--- src/rtl/gpr_dump.sv ---
// gpr_dump -- sequential read-out engine for the picoMIPS register file.
//
// On a start pulse the block walks register numbers first_no..last_no
// (wrapping modulo 32). For each one it drives the number onto the register
// file's read address, captures the combinational read data, and offers the
// word on a valid/ready stream. The register file is never written.
//
// Optional feature (macro GPR_DUMP_CHECKSUM_EN): after the last data word an
// extra SUM word is streamed. It carries the 2^N-wrapped sum of every emitted
// word, and out_last moves onto that word.
//
// Ports:
//   clk_i        system clock, rising edge
//   reset_i      asynchronous, active-high reset
//   start_i      begin a dump (only honoured in IDLE)
//   first_no_i   first register number, sampled with start_i
//   last_no_i    last register number, sampled with start_i
//   rd_no_o      read address to the register file
//   rd_data_i    combinational read data from the register file
//   out_data_o   streamed register value (or checksum)
//   out_no_o     register number belonging to out_data_o
//   out_valid_o  stream word valid
//   out_ready_i  consumer ready
//   out_last_o   final word of the dump
//   busy_o       block is not idle
//   done_o       one-cycle pulse after the final word is accepted
//
// States:
//   IDLE  | waiting for start_i
//   FETCH | rd_no_o = ptr, capture read data
//   SEND  | present captured word, wait for out_ready_i
//   SUM   | present checksum word (macro builds only)
//   DONE  | one-cycle done pulse
module gpr_dump #(
  parameter int N = 8
) (
  input  logic         clk_i,
  input  logic         reset_i,
  input  logic         start_i,
  input  logic [4:0]   first_no_i,
  input  logic [4:0]   last_no_i,
  output logic [4:0]   rd_no_o,
  input  logic [N-1:0] rd_data_i,
  output logic [N-1:0] out_data_o,
  output logic [4:0]   out_no_o,
  output logic         out_valid_o,
  input  logic         out_ready_i,
  output logic         out_last_o,
  output logic         busy_o,
  output logic         done_o
);

  typedef enum logic [2:0] {
    S_IDLE  = 3'd0,
    S_FETCH = 3'd1,
    S_SEND  = 3'd2,
    S_SUM   = 3'd3,
    S_DONE  = 3'd4
  } state_t;

  state_t       state_q, state_d;
  logic [4:0]   ptr_q, ptr_d;
  logic [4:0]   end_q, end_d;
  logic [N-1:0] data_q, data_d;
  logic [4:0]   no_q, no_d;
`ifdef GPR_DUMP_CHECKSUM_EN
  logic [N-1:0] acc_q, acc_d;
`endif

  logic at_end;
  logic accept;

  assign at_end = (ptr_q == end_q);
  assign accept = out_valid_o && out_ready_i;

  // State register
  always_ff @(posedge clk_i or posedge reset_i) begin
    if (reset_i) begin
      state_q <= S_IDLE;
    end else begin
      state_q <= state_d;
    end
  end

  // Next-state logic
  always_comb begin
    state_d = state_q;
    case (state_q)
      S_IDLE:  if (start_i) state_d = S_FETCH;
      S_FETCH: state_d = S_SEND;
      S_SEND: begin
        if (out_ready_i) begin
          if (at_end) begin
`ifdef GPR_DUMP_CHECKSUM_EN
            state_d = S_SUM;
`else
            state_d = S_DONE;
`endif
          end else begin
            state_d = S_FETCH;
          end
        end
      end
      S_SUM:   if (out_ready_i) state_d = S_DONE;
      S_DONE:  state_d = S_IDLE;
      default: state_d = S_IDLE;
    endcase
  end

  // Output logic
  always_comb begin
    out_valid_o = 1'b0;
    out_last_o  = 1'b0;
    busy_o      = (state_q != S_IDLE);
    done_o      = 1'b0;
    case (state_q)
      S_SEND: begin
        out_valid_o = 1'b1;
`ifdef GPR_DUMP_CHECKSUM_EN
        out_last_o  = 1'b0;
`else
        out_last_o  = at_end;
`endif
      end
      S_SUM: begin
        out_valid_o = 1'b1;
        out_last_o  = 1'b1;
      end
      S_DONE:  done_o = 1'b1;
      default: ;
    endcase
  end

  // Datapath next-state
  always_comb begin
    ptr_d  = ptr_q;
    end_d  = end_q;
    data_d = data_q;
    no_d   = no_q;
`ifdef GPR_DUMP_CHECKSUM_EN
    acc_d  = acc_q;
`endif
    case (state_q)
      S_IDLE: begin
        if (start_i) begin
          ptr_d = first_no_i;
          end_d = last_no_i;
`ifdef GPR_DUMP_CHECKSUM_EN
          acc_d = '0;
`endif
        end
      end
      S_FETCH: begin
        data_d = rd_data_i;
        no_d   = ptr_q;
`ifdef GPR_DUMP_CHECKSUM_EN
        acc_d  = acc_q + rd_data_i;
`endif
      end
      S_SEND: begin
        if (accept) begin
          if (!at_end) begin
            ptr_d = ptr_q + 5'd1;  // 5-bit add wraps 31 -> 0
          end else begin
`ifdef GPR_DUMP_CHECKSUM_EN
            // Checksum word reuses the output holding registers.
            data_d = acc_q;
            no_d   = end_q;
`endif
          end
        end
      end
      default: ;
    endcase
  end

  // Datapath registers
  always_ff @(posedge clk_i or posedge reset_i) begin
    if (reset_i) begin
      ptr_q  <= '0;
      end_q  <= '0;
      data_q <= '0;
      no_q   <= '0;
`ifdef GPR_DUMP_CHECKSUM_EN
      acc_q  <= '0;
`endif
    end else begin
      ptr_q  <= ptr_d;
      end_q  <= end_d;
      data_q <= data_d;
      no_q   <= no_d;
`ifdef GPR_DUMP_CHECKSUM_EN
      acc_q  <= acc_d;
`endif
    end
  end

  assign rd_no_o    = ptr_q;
  assign out_data_o = data_q;
  assign out_no_o   = no_q;

endmodule

--- config.mk ---
export PLATFORM = sky130hd
export DESIGN_NAME = gpr_dump
export DESIGN_NICKNAME = d
export VERILOG_FILES = /design/src/rtl/gpr_dump.sv
export SDC_FILE = /design/constraint.sdc
export NUM_CORES = 1
export LEC_CHECK = 0
export ABC_AREA = 1
export BUFFER_PORTS_ARGS = -buffer_cell sky130_fd_sc_hd__buf_2
export CORE_MARGIN = 10
export CORE_UTILIZATION = 40
export DETAILED_ROUTE_END_ITERATION = 8
export MAX_ROUTING_LAYER = met4
export PLACE_DENSITY = 0.75
export SETUP_SLACK_MARGIN = 0.1
export SYNTH_ARGS = -nofsm -noshare
export SYNTH_HDL_FRONTEND = slang
export SYNTH_SLANG_ARGS = --single-unit
export TNS_END_PERCENT = 20
--- constraint.sdc ---
create_clock -name clk_i -period 2.3 [get_ports clk_i]
set_input_delay 0.575 -clock clk_i [delete_from_list [all_inputs] [get_ports clk_i]]
set_output_delay 0.575 -clock clk_i [all_outputs]
set_load 0.005 [all_outputs]
==> flow_metrics.env, run 1 <==
export IMPL_gr_total_overflow=0
export IMPL_drt_initial_drc_count=27
export IMPL_max_slew_margin_rel_pct=72.7
export IMPL_grt_usage_pct=10.2
export IMPL_worstSetupEndpointType="output port"
export IMPL_nFillCells=289
export IMPL_start_kind="register"
export IMPL_grt_pass1_wl_um=4970
export IMPL_num_rows=20
export IMPL_syn_area_per_cell_um2=9.43
export IMPL_r2r_slack_ns=0.87
export IMPL_cts_buffer_depth=2
export IMPL_cap_violations=0
export IMPL_report_power_total_mw=2.10
export IMPL_die_y_um=76.4
export IMPL_synthCells=135
export IMPL_r2r_start="state_q[2]"
export IMPL_ys_async_sr_fraction_pct=100
export IMPL_cts_sinks=26
export IMPL_reg2regPathDepth=3
export IMPL_worstPathArrival_ns=1.46
export IMPL_worst_pin_slew_ns=0.409
export IMPL_synth_compound_area_share_pct=6.78
export IMPL_hold_viol=0
export IMPL_holdBufCountCts=0
export IMPL_routedWlPerCell_um=12.9
export IMPL_path_class="reg2out"
export IMPL_synth_cell_types=24
export IMPL_first_pass_iters=4
export IMPL_critPathMaxFanout=9
export IMPL_routed_via_density=4.49
export IMPL_boundaryPins=44
export IMPL_grt_pass1_vias=1101
export IMPL_dieArea_mm2=0.00584
export IMPL_cp_slowest_stage_delay_ns=0.47
export IMPL_detail_route_antenna_nets=0
export IMPL_synth_ff_type="dfrtp_1"
export IMPL_grt_max_degree=27
export IMPL_yosysSeqAreaShare_pct=51.1
export IMPL_ir_drop_mv=0.441
export IMPL_htree_levels=1
export IMPL_max_freq_mhz=492
export IMPL_fin_crit_sh_pct=88.3
export IMPL_slowest_stage="dfrtp_1"
export IMPL_grt_antenna_before_repair=0
export IMPL_p_leak_nw=0.870
export IMPL_cp_num_buf_inv=2
export IMPL_crit_path_start="state_q[2]"
export IMPL_fin_skew_ns=0.00121
export IMPL_synth_largest_area_cell="dfrtp_1"
export IMPL_setup_viol=0
export IMPL_rsz0062_at_grt="no"
export IMPL_fin_nets=210
export IMPL_place_congestion=0.817
export IMPL_layout_drive_gt1_share_pct=40.9
export IMPL_routed_wl_um=2970
export IMPL_synthMuxAreaShare_pct=10.0
export IMPL_r2r_end="out_data_o[0]"
export IMPL_cts_tree="built"
export IMPL_coreArea_mm2=0.00305
export IMPL_synthSimpleGateAreaFrac_pct=24.0
export IMPL_start_util_pct=41.7
export IMPL_port_buffers=43
export IMPL_crit_required_ns=1.73
export IMPL_die_width_um=76.4
export IMPL_drv_slew=0
export IMPL_synth_edf_count=0
export IMPL_status="completed"
export IMPL_powerDensity_mw_per_mm2=1310
export IMPL_area_growth_pct=26.6
export IMPL_synth_top_family_by_area="simple AND/OR/NAND/NOR gates"
export IMPL_synthXorXnorAreaFrac_pct=1.38
export IMPL_remaining_drc_errors=0
export IMPL_finish_utilization_pct=52.8
export IMPL_syn_area_mm2=0.00127
export IMPL_placedCellCount=222
export IMPL_cts_buffers=3
export IMPL_dp_hpwl_um=2270
export IMPL_synth_top_area_share_pct=51.1
export IMPL_worstSkewPairLatency_ns=0.31
export IMPL_ys_ff_latch=26
export IMPL_tns_ns=0
export IMPL_fin_cells=230
export IMPL_worstPathCellList="nor2_4 > nand2_4 > clkinv_4 > nand4_4 > nand2_1 > buf_2"
export IMPL_hp_class="in2async"
export IMPL_synthTopCellsByArea="dfrtp_1 (51%), nand2_1 (11%), mux2_2 (8.8%)"
export IMPL_yosysWarnings=0
export IMPL_timing_hold_ws_ns=0.289
export IMPL_yosys_area_share_adder_pct=0.983
export IMPL_critPathTopFamily="simple AND/OR/NAND/NOR gates"
export IMPL_finalCriticalPeriod_ns=2.03
export IMPL_cts_root_buffer="clkbuf_4"
export IMPL_antennaDiodeCount=0
export IMPL_path_clk_slew_ns=0.13
export IMPL_synth_nets=158
export IMPL_vias=1033
-- layout make-up --
cell class	instances	area, um2	area share (%)
multi-input combinational	92	549	34.1
timing repair buffer	48	253	15.7
clock buffer	4	36.3	2.25
sequential	26	653	40.5
tap	44	55.1	3.42
inverter	16	65.1	4.04
-- cell families after synthesis --
logic type | Yosys count
fa+ha+maj | 1
compound gates | 15
simple gates | 63
xor+xnor | 2
flops | 26
mux | 11
buf+inv | 17
-- flip-flops by register name (all words and copies together), names as in the netlist --
register,cells
out_data_o,8
end_q,5
out_no_o,5
rd_no_o,5
state_q,3
-- worst reg2reg max path: cells and delay by family, from the launching register on --
kind	cells	cell delay, ns
AND/OR/NAND/NOR	1	0.33
multiplexers	1	0.42
flip-flops	1	0.47
buffers and inverters	1	0.12
-- cell usage in the layout, fill, tap and decap left out --
cell and n:
a21oi_1 4, buf_2 43, buf_4 5, clkbuf_4 3, clkbuf_8 1, clkinv_4 1
dfrtp_1 24, dfrtp_2 2, ha_1 1, inv_1 14, inv_2 1, mux2_2 10
mux2_4 1, nand2_1 38, nand2_2 1, nand2_4 2, nand3_1 7, nand3_2 1
nand4_4 1, nor2_1 8, nor2_2 1, nor2_4 1, nor3_1 2, nor3_2 1
o21ai_0 9, o21ai_1 1, o21ai_4 1, xnor2_1 2
-- report_power, final --
part           switching (mW)  leakage [nW]  internal (mW)  total, mW
Combinational           0.561         0.537          0.476       1.04
Clock                   0.129        0.0210         0.0967      0.226
Sequential              0.163         0.312          0.677      0.840
Total                   0.853         0.870           1.25       2.10
-- cell usage after synthesis (all sizes together), types with 2 or more instances --
cell type / instances
a21oi: 4
dfrtp: 26
inv: 15
mux2: 11
nand2: 41
nand3: 8
nor2: 10
nor3: 3
o21ai: 11
xnor2: 2
-- stage by stage --
step | setup slack, ns | instance area (um2)
global route | 0.143 | 1610
CTS | 0.174 | 1580
finish | 0.268 | 1610
global placement | 0.549 | 1540
floorplan | 0.725 | 1270
detailed placement | 0.544 | 1540
-- routing by layer --
| layer | vias to the layer above | part of all wire [%] | track usage, % |
|---|---|---|---|
| li1 | 535 | - | - |
| met1 | 466 | 46 | 11.4 |
| met2 | 30 | 46 | 16.8 |
| met3 | 2 | 5.9 | 2.71 |
| met4 | 0 | 1.4 | 4.46 |
| met5 | - | 0 | - |
-- repair_timing --
item                       in CTS  in global routing
setup endpoints to repair       0                  1
buffers inserted                0                  4
gates resized for setup         0                  2
-- worst max-delay path by stage --
| stage | cells past startpoint | slack [ns] | endpoint |
|---|---|---|---|
| 2_1_floorplan | 5 | 0.72 | out_last_o |
| 3_3_place_gp | 7 | 0.55 | out_last_o |
| 3_5_place_dp | 7 | 0.54 | out_last_o |
| 4_1_cts | 7 | 0.17 | out_last_o |
| 5_1_grt | 7 | 0.14 | out_last_o |
| 6_report | 6 | 0.27 | out_last_o |
(Power assumes the default switching activity.)
==> inputs of run 2 (changes only) <==
- PLACE_DENSITY: 0.75 -> 0.72
==> flow_metrics.env, run 2 (synthesis results as in run 1) <==
export IMPL_cts_root_buffer="clkbuf_4"
export IMPL_worstSetupEndpointType="output port"
export IMPL_route_met2_wl_um=1480
export IMPL_cts_buffer_depth=2
export IMPL_r2r_slack_ns=0.87
export IMPL_coreArea_mm2=0.00305
export IMPL_boundaryPins=44
export IMPL_cts_tree="built"
export IMPL_placedCellCount=222
export IMPL_die_y_um=76.4
export IMPL_crit_required_ns=1.73
export IMPL_cts_sinks=26
export IMPL_cts_buffers=3
export IMPL_reg2regPathDepth=3
export IMPL_start_kind="register"
export IMPL_crit_path_start="state_q[2]"
export IMPL_setup_viol=0
export IMPL_fin_crit_sh_pct=90.7
export IMPL_drt_initial_drc_count=27
export IMPL_r2r_end="out_data_o[0]"
export IMPL_dr_wl_met3_um=120
export IMPL_ir_drop_mv=0.651
export IMPL_report_power_total_mw=2.18
export IMPL_path_class="reg2out"
export IMPL_worstPathArrival_ns=1.51
export IMPL_first_pass_iters=4
export IMPL_routedWlPerCell_um=13.5
export IMPL_rsz0062_at_grt="no"
export IMPL_max_freq_mhz=479
export IMPL_powerDensity_mw_per_mm2=1340
export IMPL_worst_slack_ns=0.214
export IMPL_routed_via_density=4.67
export IMPL_dp_hpwl_um=2410
export IMPL_drv_slew=0
export IMPL_vias=1079
export IMPL_die_width_um=76.4
export IMPL_area_growth_pct=27.5
export IMPL_detail_route_antenna_nets=0
export IMPL_grt_pass1_wl_um=5090
export IMPL_dieArea_mm2=0.00584
export IMPL_finalCriticalPeriod_ns=2.09
export IMPL_antennaDiodeCount=0
export IMPL_start_util_pct=41.7
export IMPL_tns_ns=0
export IMPL_gr_total_overflow=0
export IMPL_nFillCells=289
export IMPL_multi_input_area_um2=552
export IMPL_hold_viol=0
export IMPL_place_congestion=0.817
export IMPL_layout_common_cells="buf_2 (43), nand2_1 (38), dfrtp_1 (23)"
export IMPL_layout_drive_gt1_share_pct=42.2
export IMPL_fin_cells=231
export IMPL_grt_pass1_vias=1069
export IMPL_wl_met1_um=1450
export IMPL_top_layer_used="met4"
export IMPL_worst_pin_slew_ns=0.423
export IMPL_timing_hold_ws_ns=0.265
export IMPL_cap_violations=0
export IMPL_remaining_drc_errors=0
export IMPL_htree_levels=1
export IMPL_port_buffers=43
export IMPL_grt_antenna_before_repair=0
export IMPL_fin_nets=211
export IMPL_r2r_start="state_q[2]"
export IMPL_largest_reg_flops=8
export IMPL_area_sequential_um2=654
export IMPL_hp_class="in2async"
export IMPL_num_rows=20
export IMPL_max_slew_margin_rel_pct=71.8
export IMPL_holdBufCountCts=0
export IMPL_p_leak_nw=0.876
export IMPL_fin_skew_ns=0.0107
export IMPL_final_common_cell="buf_2"
export IMPL_place_ws_ns=0.484
export IMPL_routed_wl_um=3120
export IMPL_status="completed"
export IMPL_grt_max_degree=27
export IMPL_path_clk_slew_ns=0.14
export IMPL_critPathMaxFanout=9
export IMPL_grt_usage_pct=10.9
export IMPL_worstSkewPairLatency_ns=0.33
-- run 2: cell count changes in the layout (fill, tap and decap cells not counted), sizes merged --
cell	previous run	this run
buf	48	49
-- run 2: layer usage --
layer / track usage, % / vias to the layer above
met5: - / -
met2: 16.9 / 33
li1: - / 537
met1: 13.4 / 504
met3: 1.42 / 5
met4: 5.58 / 0
-- run 2: layout make-up --
| cell class | instances | area share, % |
|---|---|---|
| timing repair buffer | 49 | 16.0 |
| multi-input combinational | 92 | 34.0 |
| inverter | 16 | 4.01 |
| tap | 44 | 3.39 |
| sequential | 26 | 40.3 |
| clock buffer | 4 | 2.24 |
-- run 2: repair_timing --
item                       CTS  global route
setup endpoints to repair    0             1
buffers inserted             0             5
resized for setup            0             4
-- run 2: worst max path at each step --
stage	endpoint	slack, ns	cells after the start
after detailed placement	out_last_o	0.48	7
after CTS	out_last_o	0.11	7
after global routing	out_last_o	0.10	6
after global placement	out_last_o	0.53	7
after floorplan	out_last_o	0.72	5
final	out_last_o	0.21	6
-- run 2: worst max-delay path, stage by stage (launching register included) --
cell and delay [ns]:
dfrtp_1 0.46, nor2_4 0.17, nand2_4 0.11, clkinv_4 0.08, nand4_4 0.16, nand2_1 0.09
buf_2 0.11
-- run 2: stage by stage --
stage | cell area [um2] | util, %
5_1_grt | 1620 | 53.2
6_report | 1620 | 53.2
3_3_place_gp | 1540 | 50.5
3_5_place_dp | 1540 | 50.5
4_1_cts | 1580 | 51.7
2_1_floorplan | 1270 | -
-- run 2: report_power, final --
group	internal [mW]	switching [mW]
clock network	0.0970	0.136
logic	0.512	0.597
registers	0.679	0.158
